===== config.mk =====
export PLATFORM = sky130hd
export DESIGN_NAME = core_writeback_flat
export DESIGN_NICKNAME = d
export VERILOG_FILES = /design/src/rtl/core_writeback_if.sv /design/src/rtl/core_writeback.sv /design/src/flat_wrapper.sv
export SDC_FILE = /design/constraint.sdc
export NUM_CORES = 1
export LEC_CHECK = 0
export CAP_MARGIN = 20
export CORE_MARGIN = 5
export CORE_UTILIZATION = 35
export DETAILED_ROUTE_END_ITERATION = 12
export PLACE_DENSITY = 0.57
export SLEW_MARGIN = 20
export SYNTH_ARGS = -nofsm -noshare
export SYNTH_HDL_FRONTEND = slang
export SYNTH_SLANG_ARGS = --single-unit
export TNS_END_PERCENT = 50

===== constraint.sdc =====
create_clock -name clk -period 7.3 [get_ports clk]
set_input_delay 1.095 -clock clk [delete_from_list [all_inputs] [get_ports clk]]
set_output_delay 1.095 -clock clk [all_outputs]
set_load 0.02 [all_outputs]

===== src/rtl/core_writeback_if.sv =====
// Handshake bundle between the conv core and the feature-map writeback stage.
// The master side drives the frame control and conv results; the slave side returns SRAM writes and status.
interface core_writeback_if;
   logic               i_start;
   logic [1:0]         i_layer_num;
   logic signed [20:0] i_conv;
   logic               o_wen;
   logic [9:0]         o_waddr;
   logic [7:0]         o_wdata;
   logic               o_busy;
   logic               o_done;

   modport master (
      output i_start, i_layer_num, i_conv,
      input  o_wen, o_waddr, o_wdata, o_busy, o_done
   );

   modport slave (
      input  i_start, i_layer_num, i_conv,
      output o_wen, o_waddr, o_wdata, o_busy, o_done
   );
endinterface


===== src/rtl/core_writeback.sv =====
// Writeback stage: tracks the raster position of conv results, selects the positions that produce
// feature-map writes (2x2 pooled or full conv), requantizes them to 8 bits and streams them to the SRAM.
module core_writeback #(
   parameter int IMG_W = 26,
   parameter int DLY   = 2,   // must be at least 1
   parameter int SHIFT = 8
) (
   input  logic            clk,
   input  logic            rst,
   core_writeback_if.slave wb
);

   localparam int CW = (IMG_W > 2) ? $clog2(IMG_W) : 1;
   localparam int PW = (DLY > 1) ? $clog2(DLY) : 1;
   localparam logic [CW-1:0]        LAST_POS = CW'(IMG_W - 1);
   localparam logic signed [21:0]   ROUND    = 22'(1) << (SHIFT - 1);

   typedef enum logic [1:0] {
      S_IDLE,
      S_RUN,
      S_FLUSH
   } state_t;

   state_t          r_state;
   logic            r_is_l2;
   logic [PW-1:0]   r_pre;
   logic [CW-1:0]   r_row;
   logic [CW-1:0]   r_col;
   logic [9:0]      r_wcnt;
   logic            r_wen;
   logic [9:0]      r_waddr;
   logic [7:0]      r_wdata;
   logic            r_busy;
   logic            r_done;

   logic               w_active;
   logic               w_valid;
   logic               w_write;
   logic               w_last;
   logic signed [21:0] w_ext;
   logic signed [21:0] w_relu;
   logic signed [21:0] w_sum;
   logic signed [21:0] w_shr;
   logic [7:0]         w_q;

   // Counter is live once the pre-roll has elapsed; (row-2) odd is the same as row odd.
   assign w_active = (r_state == S_RUN) && (r_pre == '0);
   assign w_valid  = (r_row >= CW'(2)) && (r_col >= CW'(2));
   assign w_write  = w_active && w_valid && (r_is_l2 || (r_row[0] && r_col[0]));
   assign w_last   = (r_row == LAST_POS) && (r_col == LAST_POS);

   // Requantization in 22 bits so the rounding add cannot wrap at the 21-bit extremes.
   always_comb begin
      // NOTE: every combinational output is assigned a default first so no latch is inferred.
      w_q    = 8'h00;
      w_ext  = 22'(wb.i_conv);
      w_relu = w_ext;
      if (!r_is_l2 && w_ext < 0) begin
         w_relu = '0;
      end
      w_sum = w_relu + ROUND;
      w_shr = w_sum >>> SHIFT;
      if (r_is_l2) begin
         if (w_shr > 22'sd127) begin
            w_q = 8'h7F;
         end else if (w_shr < -22'sd128) begin
            w_q = 8'h80;
         end else begin
            w_q = w_shr[7:0];
         end
      end else begin
         if (w_shr > 22'sd255) begin
            w_q = 8'hFF;
         end else begin
            w_q = w_shr[7:0];
         end
      end
   end

   always_ff @(posedge clk or posedge rst) begin
      if (rst) begin
         r_state <= S_IDLE;
         r_is_l2 <= 1'b0;
         r_pre   <= '0;
         r_row   <= '0;
         r_col   <= '0;
         r_wcnt  <= '0;
         r_wen   <= 1'b0;
         r_waddr <= '0;
         r_wdata <= '0;
         r_busy  <= 1'b0;
         r_done  <= 1'b0;
      end else begin
         // NOTE: sequential state uses non-blocking assignments so every register sees pre-edge values.
         r_wen  <= 1'b0;
         r_done <= 1'b0;
         case (r_state)
            S_IDLE: begin
               if (wb.i_start) begin
                  r_state <= S_RUN;
                  r_is_l2 <= (wb.i_layer_num == 2'd2);
                  r_pre   <= PW'(DLY - 1);
                  r_row   <= '0;
                  r_col   <= '0;
                  r_wcnt  <= '0;
                  r_waddr <= '0;
                  r_busy  <= 1'b1;
               end
            end

            S_RUN: begin
               if (r_pre != '0) begin
                  r_pre <= r_pre - PW'(1);
               end else begin
                  if (w_write) begin
                     r_wen   <= 1'b1;
                     r_waddr <= r_wcnt;
                     r_wdata <= w_q;
                     r_wcnt  <= r_wcnt + 10'd1;
                  end
                  if (w_last) begin
                     r_state <= S_FLUSH;
                     r_done  <= 1'b1;
                  end else if (r_col == LAST_POS) begin
                     r_col <= '0;
                     r_row <= r_row + CW'(1);
                  end else begin
                     r_col <= r_col + CW'(1);
                  end
               end
            end

            S_FLUSH: begin
               r_state <= S_IDLE;
               r_busy  <= 1'b0;
            end

            default: begin
               r_state <= S_IDLE;
               r_busy  <= 1'b0;
            end
         endcase
      end
   end

   assign wb.o_wen   = r_wen;
   assign wb.o_waddr = r_waddr;
   assign wb.o_wdata = r_wdata;
   assign wb.o_busy  = r_busy;
   assign wb.o_done  = r_done;

endmodule


===== src/flat_wrapper.sv =====
// flat-port wrapper written by rule: the top's interface ports become plain ports
module core_writeback_flat 
#(
   parameter int IMG_W = 26,
   parameter int DLY   = 2,                        
   parameter int SHIFT = 8
)
  (clk, rst, wb_i_start, wb_i_layer_num, wb_i_conv, wb_o_wen, wb_o_waddr, wb_o_wdata, wb_o_busy, wb_o_done);
  core_writeback_if wb_i ();
  input  logic clk;
  input  logic rst;
  input wire logic [$bits(wb_i.i_start)-1:0] wb_i_start;
  input wire logic [$bits(wb_i.i_layer_num)-1:0] wb_i_layer_num;
  input wire logic [$bits(wb_i.i_conv)-1:0] wb_i_conv;
  output wire logic [$bits(wb_i.o_wen)-1:0] wb_o_wen;
  output wire logic [$bits(wb_i.o_waddr)-1:0] wb_o_waddr;
  output wire logic [$bits(wb_i.o_wdata)-1:0] wb_o_wdata;
  output wire logic [$bits(wb_i.o_busy)-1:0] wb_o_busy;
  output wire logic [$bits(wb_i.o_done)-1:0] wb_o_done;
  assign wb_i.i_start = wb_i_start;
  assign wb_i.i_layer_num = wb_i_layer_num;
  assign wb_i.i_conv = wb_i_conv;
  assign wb_o_wen = wb_i.o_wen;
  assign wb_o_waddr = wb_i.o_waddr;
  assign wb_o_wdata = wb_i.o_wdata;
  assign wb_o_busy = wb_i.o_busy;
  assign wb_o_done = wb_i.o_done;
  core_writeback #(.IMG_W(IMG_W), .DLY(DLY), .SHIFT(SHIFT)) u_core (.clk(clk), .rst(rst), .wb(wb_i));
endmodule

==> impl_metrics.tcl, run 1 <==
set metrics [dict create \
    path_max_fanout 10 \
    clkTransAtPathRegs_ps 80 \
    first_pass_iters 4 \
    ys_ff_latch 45 \
    drt_iter0_drc 76 \
    intPower_uw 370 \
    synth_edf_count 0 \
    max_stage_delay_ps 510 \
    drtAntennaViolNets 0 \
    synth_cell_types 42 \
    grt_max_degree 46 \
    r2r_setup_slack_ps 4310 \
    synthesis.nets 292 \
    power_density_mw_per_mm2 158 \
    power.switching_uw 105 \
    crit_type "in -> reg" \
    switching_share_pct 22.0 \
    cap_violations 0 \
    outcome "complete, no violations" \
    rsz0062_at_grt "false" \
    drive_above_1_share_pct 4.65 \
    viasPerCell 5.22 \
    fin_nets 334 \
    portBuffers 39 \
    rows 30 \
    p_comb_share_pct 7.6 \
    ys_async_sr_fraction_pct 100 \
    cp-startpoint "wb_i_conv[20]" \
    netlist_instances 258 \
    cts.sinks 45 \
    initial_core_util_pct 35.7 \
    io_pins 47 \
    die_w_microns 93.1 \
    crit_end "u_core.wb.o_wdata[4]$_DFFE_PP0P_" \
    dp_hpwl_mm 3.71 \
    cts-buffers-inserted 5 \
    yosysSeqAreaShare_pct 46.6 \
    final-hold-violation-count 0 \
    power_uw 475 \
    arrival_ps 3990 \
    cpMostUsedCell "nand3_1" \
    cts_tree "yes" \
    rr_startpoint "u_core.r_state[1]$_DFFE_PP0P_" \
    drt_wl_total_mm 5.14 \
    worst_setup_path_start_kind "input pin" \
    coreArea_sq_mm 0.00676 \
    dp_cells 373 \
    cpMaxStageDelayCell "clkdlybuf4s50_1" \
    syn_avg_cell_area_sq_um 9.36 \
    ys.flop_type "dfrtp_1" \
    drv_slew 0 \
    post-route-min-period_ps 3760 \
    p_leak_uw 0.00127 \
    post_drt_wl_per_cell_microns 13.5 \
    die-height_microns 93.1 \
    num_vias 1987 \
    grt_pass1_vias 1889 \
    clkPwrFrac_pct 39.6 \
    place_congestion 0.799 \
    path_delay_family "simple AND/OR/NAND/NOR gates" \
    grt_antenna_before_repair 0 \
    worst_slew_pin_slew_ps 969 \
    root_buffer "clkbuf_8" \
    design.die.area_sq_mm 0.00866 \
    finalSetupViolCount 0 \
    max_freq_mhz 266 \
    clock_latency_ps 300 \
    yosysWarningCount 0 \
    grt_util_all_layers_pct 12.6 \
    antenna_cells 0 \
    crit_chain "clkdlybuf4s50_1 -> nand2b_1 -> and2_1 -> ha_1 -> nand3_1 -> nor4_1 -> xor2_1 -> nand4b_1 -> o211ai_1 -> nand3_1 -> a21oi_1" \
    reg2reg_depth 7 \
    clock_path_buffers 2 \
    peakVddDrop_uv 89.5 \
    syn_area_sq_mm 0.00241 \
    post_cts_buffers 0 \
    grt-ovfl-total 0 \
    post_cts_resized 0 \
    grt_pass1_wl_mm 8.82 \
    cts_max_level 2 \
    crit_buf_inv 1 \
    max_slew_margin_pct 35.2 \
    ctsHoldBuffers 0 \
    hp-class "reg -> reg" \
    fin_tns_setup_ps 0 \
    fin_crit_sh_pct 51.5 \
    areaGrowthSynthToFinish_pct 24.5 \
    r2r-end "u_core.r_wcnt[8]$_DFFE_PP0P_" \
    final_cells 381 \
    fin_skew_ps 9.82 \
    required_ps 7530 \
    pwr-share-seq_pct 52.8 \
    route.detailed.drc 0 \
    crit_cells 11 \
    utilization_pct 44.5 \
    cp-end-kind "flop" \
]
[logic make-up after synthesis]
group	synth area share, %
simple gates	24.9
compound gates	14.0
flops	46.6
xor+xnor	6.89
buf+inv	2.59
fa+ha+maj	4.15
mux	0.881
[power by group through the flow]
stage | sequential, uW | combinational, uW | clock [uW]
after floorplan | 256 | 18.3 | 0
after global placement | 256 | 36.4 | 0
after detailed placement | 256 | 36.7 | 0
after CTS | 251 | 36.8 | 195
after global routing | 251 | 41.0 | 207
final | 251 | 36.1 | 188
[worst min-delay path by stage]
stage	start	end	slack, ps	cells after the start
after global routing	u_core.wb.o_waddr[1]$_DFFE_PP0P_	u_core.wb.o_waddr[1]$_DFFE_PP0P_	530	1
after floorplan	u_core.r_col[4]$_DFFE_PP0P_	u_core.r_col[4]$_DFFE_PP0P_	470	1
after global placement	u_core.wb.o_waddr[4]$_DFFE_PP0P_	u_core.wb.o_waddr[4]$_DFFE_PP0P_	480	1
final	u_core.wb.o_waddr[7]$_DFFE_PP0P_	u_core.wb.o_waddr[7]$_DFFE_PP0P_	500	1
after CTS	u_core.wb.o_waddr[7]$_DFFE_PP0P_	u_core.wb.o_waddr[7]$_DFFE_PP0P_	510	1
after detailed placement	u_core.wb.o_waddr[7]$_DFFE_PP0P_	u_core.wb.o_waddr[7]$_DFFE_PP0P_	490	1
[per-layer routing]
| metal | vias up | wire length (microns) | part of all wire [%] | GRT usage (%) |
|---|---|---|---|---|
| met5 | - | 0 | 0 | 0 |
| met4 | 0 | 41 | 0.80 | 2.56 |
| met1 | 950 | 2520 | 49 | 16.5 |
| met2 | 26 | 2380 | 46 | 20.6 |
| met3 | 4 | 189 | 3.7 | 3.78 |
| li1 | 1007 | - | - | - |
[registers in the layout, indices dropped and copies added, names as in the netlist]
| register | count |
|---|---|
| u_core.r_col | 5 |
| u_core.r_is_l2 | 1 |
| u_core.r_pre | 1 |
| u_core.r_row | 5 |
| u_core.r_state | 2 |
| u_core.r_wcnt | 10 |
| u_core.wb.o_busy | 1 |
| u_core.wb.o_done | 1 |
| u_core.wb.o_waddr | 10 |
| u_core.wb.o_wdata | 8 |
| u_core.wb.o_wen | 1 |
[layout by cell type (no fill, tap or decap), types with 2 or more instances in the layout]
cell             synthesis  final
dfrtp_1                 45     45
clkdlybuf4s50_1          0     39
nor2_1                  30     30
nand2_1                 22     22
a21oi_1                 17     17
nand3_1                 17     17
o21ai_0                 12     12
xnor2_1                 12     12
a22o_1                  10     10
inv_1                   10      9
nand4_1                  8      8
ha_1                     8      8
xor2_1                   7      7
nor3_1                   7      7
nor2b_1                  5      5
clkbuf_8                 0      5
nand2b_1                 4      4
nor4_1                   4      4
nand4b_1                 3      3
and3_1                   3      3
or4_1                    2      2
or3_1                    2      2
o21a_1                   2      2
a21o_1                   2      2
o31ai_1                  2      2
and2_1                   2      2
buf_4                    0      2
[cells in the mapped netlist, types with 2 or more instances]
library cell / number / area (sq um)
a21o_1: 2 / 15.0
a21oi_1: 17 / 85.1
a22o_1: 10 / 87.6
and2_1: 2 / 12.5
and3_1: 3 / 18.8
buf_2: 2 / 10.0
clkbuf_1: 4 / 15.0
dfrtp_1: 45 / 1130
ha_1: 8 / 100
inv_1: 10 / 37.5
nand2_1: 22 / 82.6
nand2b_1: 4 / 25.0
nand3_1: 17 / 85.1
nand4_1: 8 / 50.1
nand4b_1: 3 / 26.3
nor2_1: 30 / 113
nor2b_1: 5 / 31.3
nor3_1: 7 / 35.0
nor4_1: 4 / 25.0
o21a_1: 2 / 15.0
o21ai_0: 12 / 60.1
o31ai_1: 2 / 15.0
or3_1: 2 / 12.5
or4_1: 2 / 15.0
xnor2_1: 12 / 105
xor2_1: 7 / 61.3
[final cells by class]
| cell class | instances | area, sq um |
|---|---|---|
| multi-input cells | 197 | 1230 |
| fillers | 690 | 3750 |
| inverters | 10 | 37.5 |
| flip-flops and latches | 45 | 1130 |
| clock inverters | 2 | 38.8 |
| well taps | 80 | 100 |
| clock buffers | 6 | 72.6 |
| repair buffers | 41 | 405 |
[through the flow]
stage          setup WS (ps)  hold slack (ps)  instance area, sq um
6_report                3540              500                  3010
5_1_grt                 3230              528                  3010
4_1_cts                 3530              507                  3010
3_5_place_dp            3210              487                  2900
3_3_place_gp            3270              482                  2900
2_1_floorplan           4260              470                  2410
Note: power is estimated with default switching activity, not from simulation.
==> run 2: changes to the inputs <==
Clock period 7.3 ns to 3.6 ns, I/O delays scaled along.
==> impl_metrics.tcl, run 2 (synthesized netlist as in run 1, its figures left out) <==
set metrics [dict create \
    outcome "complete, no violations" \
    mostFrequentLayoutCells "45 x dfrtp_1, 39 x clkdlybuf4s50_1, 30 x nor2_1" \
    hp-class "reg -> reg" \
    met2_length_mm 2.41 \
    hp-start "u_core.wb.o_waddr[3]$_DFFE_PP0P_" \
    antenna_cells 0 \
    grt_pass1_wl_mm 8.63 \
    die-height_microns 93.1 \
    initial_core_util_pct 35.7 \
    post_drt_wl_per_cell_microns 13.3 \
    power_uw 892 \
    num_vias 1992 \
    dp_cells 376 \
    grt_max_degree 29 \
    dp_worst_setup_slack_ps 334 \
    cts_tree "yes" \
    power_density_mw_per_mm2 297 \
    portBuffers 39 \
    fin_nets 337 \
    worst_slew_pin_slew_ps 982 \
    clkPwrFrac_pct 34.6 \
    grt-ovfl-total 0 \
    r2r_setup_slack_ps 710 \
    fin_crit_sh_pct 82.1 \
    rsz0062_at_grt "false" \
    drive_above_1_share_pct 5.92 \
    max_freq_mhz 338 \
    setup_ws_ps 646 \
    drt_wl_total_mm 5.13 \
    required_ps 3820 \
    path_max_fanout 7 \
    root_buffer "clkbuf_8" \
    first_pass_iters 4 \
    clkTransAtPathRegs_ps 90 \
    grt_util_all_layers_pct 12.3 \
    design.die.area_sq_mm 0.00866 \
    route.detailed.drc 0 \
    final_cells 384 \
    post-route-min-period_ps 2950 \
    power.switching_uw 212 \
    rr_startpoint "u_core.r_state[1]$_DFFE_PP0P_" \
    cts-buffers-inserted 5 \
    layout.cells.most_common "dfrtp_1" \
    whs_endpoint "u_core.wb.o_waddr[3]$_DFFE_PP0P_" \
    post_cts_resized 0 \
    met3_length_microns 175 \
    clock_latency_ps 300 \
    place_congestion 0.816 \
    viasPerCell 5.19 \
    cts.sinks 45 \
    rows 30 \
    max_slew_margin_pct 34.3 \
    fin_tns_setup_ps 0 \
    switching_share_pct 23.7 \
    p_comb_share_pct 8.4 \
    r2r-end "u_core.r_wcnt[8]$_DFFE_PP0P_" \
    placedInstanceArea_sq_mm 0.00292 \
    cts_max_level 2 \
    die_w_microns 93.1 \
    grt_pass1_vias 1852 \
    coreArea_sq_mm 0.00676 \
    cp-end-kind "flop" \
    p_leak_uw 0.00127 \
    clock_path_buffers 2 \
    drtAntennaViolNets 0 \
    crit_type "in -> reg" \
    worst_setup_path_start_kind "input pin" \
    cap_violations 0 \
    whs_path_depth 1 \
    reg2reg_depth 7 \
    final-hold-violation-count 0 \
    drt_iter0_drc 72 \
    drv_slew 0 \
    intPower_uw 680 \
    peakVddDrop_uv 112 \
    ctsHoldBuffers 0 \
    finalSetupViolCount 0 \
    wl_met1_mm 2.49 \
    grt_antenna_before_repair 0 \
    post_cts_buffers 0 \
    areaGrowthSynthToFinish_pct 24.5 \
    io_pins 47 \
    pwr-share-seq_pct 57.0 \
    finalInstanceArea_sq_mm 0.00301 \
    fin_skew_ps 10.3 \
    maxUsedRoutingLayer "met4" \
    dp_hpwl_mm 3.89 \
    arrival_ps 3180 \
]
run 2: changes by cell type in the layout (fill, tap and decap cells not counted):
| cell | previous run | this run |
|---|---|---|
| buf_4 | 2 | 5 |
| clkinv_4 | 1 | 0 |
| clkinvlp_4 | 0 | 2 |
| inv_2 | 0 | 1 |
| bufinv_16 | 1 | 0 |
| clkinv_1 | 1 | 0 |
run 2: power groups by stage:
| stage | sequential, uW | clock (uW) | combinational [uW] |
|---|---|---|---|
| 4_1_cts | 508 | 327 | 76.6 |
| 6_report | 508 | 308 | 75.2 |
| 3_5_place_dp | 518 | 0 | 76.4 |
| 5_1_grt | 509 | 349 | 84.5 |
| 2_1_floorplan | 518 | 0 | 37.2 |
| 3_3_place_gp | 518 | 0 | 76.2 |
run 2: critical path, stage by stage:
cell and delay (ps):
clkdlybuf4s50_1 420, nand2b_1 220, and2_1 170, ha_1 170, nand3_1 170, nor4_1 340
xor2_1 290, nand4b_1 150, o211ai_1 400, nand3_1 140, a21oi_1 170
run 2: how the worst max path moves through the flow:
| stage | slack, ps | cells after the start | end | from |
|---|---|---|---|---|
| after global routing | 350 | 11 | u_core.wb.o_wdata[4]$_DFFE_PP0P_ | wb_i_conv[20] |
| after floorplan | 1120 | 11 | u_core.wb.o_wdata[2]$_DFFE_PP0P_ | wb_i_conv[20] |
| after detailed placement | 330 | 11 | u_core.wb.o_wdata[5]$_DFFE_PP0P_ | wb_i_conv[20] |
| after CTS | 640 | 7 | u_core.r_wcnt[8]$_DFFE_PP0P_ | u_core.r_state[1]$_DFFE_PP0P_ |
| after global placement | 340 | 11 | u_core.wb.o_wdata[5]$_DFFE_PP0P_ | wb_i_conv[20] |
| final | 650 | 11 | u_core.wb.o_wdata[5]$_DFFE_PP0P_ | wb_i_conv[20] |
run 2: per-layer routing:
layer,global-route usage [%],vias up
li1,-,1010
met1,16.2,947
met2,20.0,29
met3,2.98,6
met4,3.66,0
met5,0,-
run 2: cell type report:
class / count / area [sq um]
Fill cell: 666 / 3750
Timing Repair Buffer: 44 / 428
Sequential cell: 45 / 1130
Multi-Input combinational cell: 197 / 1230
Tap cell: 80 / 100
Clock inverter: 2 / 15.0
Inverter: 10 / 37.5
Clock buffer: 6 / 72.6
run 2: metrics by stage:
stage	utilization, %	hold WS (ps)
2_1_floorplan	-	470
3_3_place_gp	43.2	482
3_5_place_dp	43.2	481
4_1_cts	44.5	510
5_1_grt	44.5	534
6_report	44.5	501
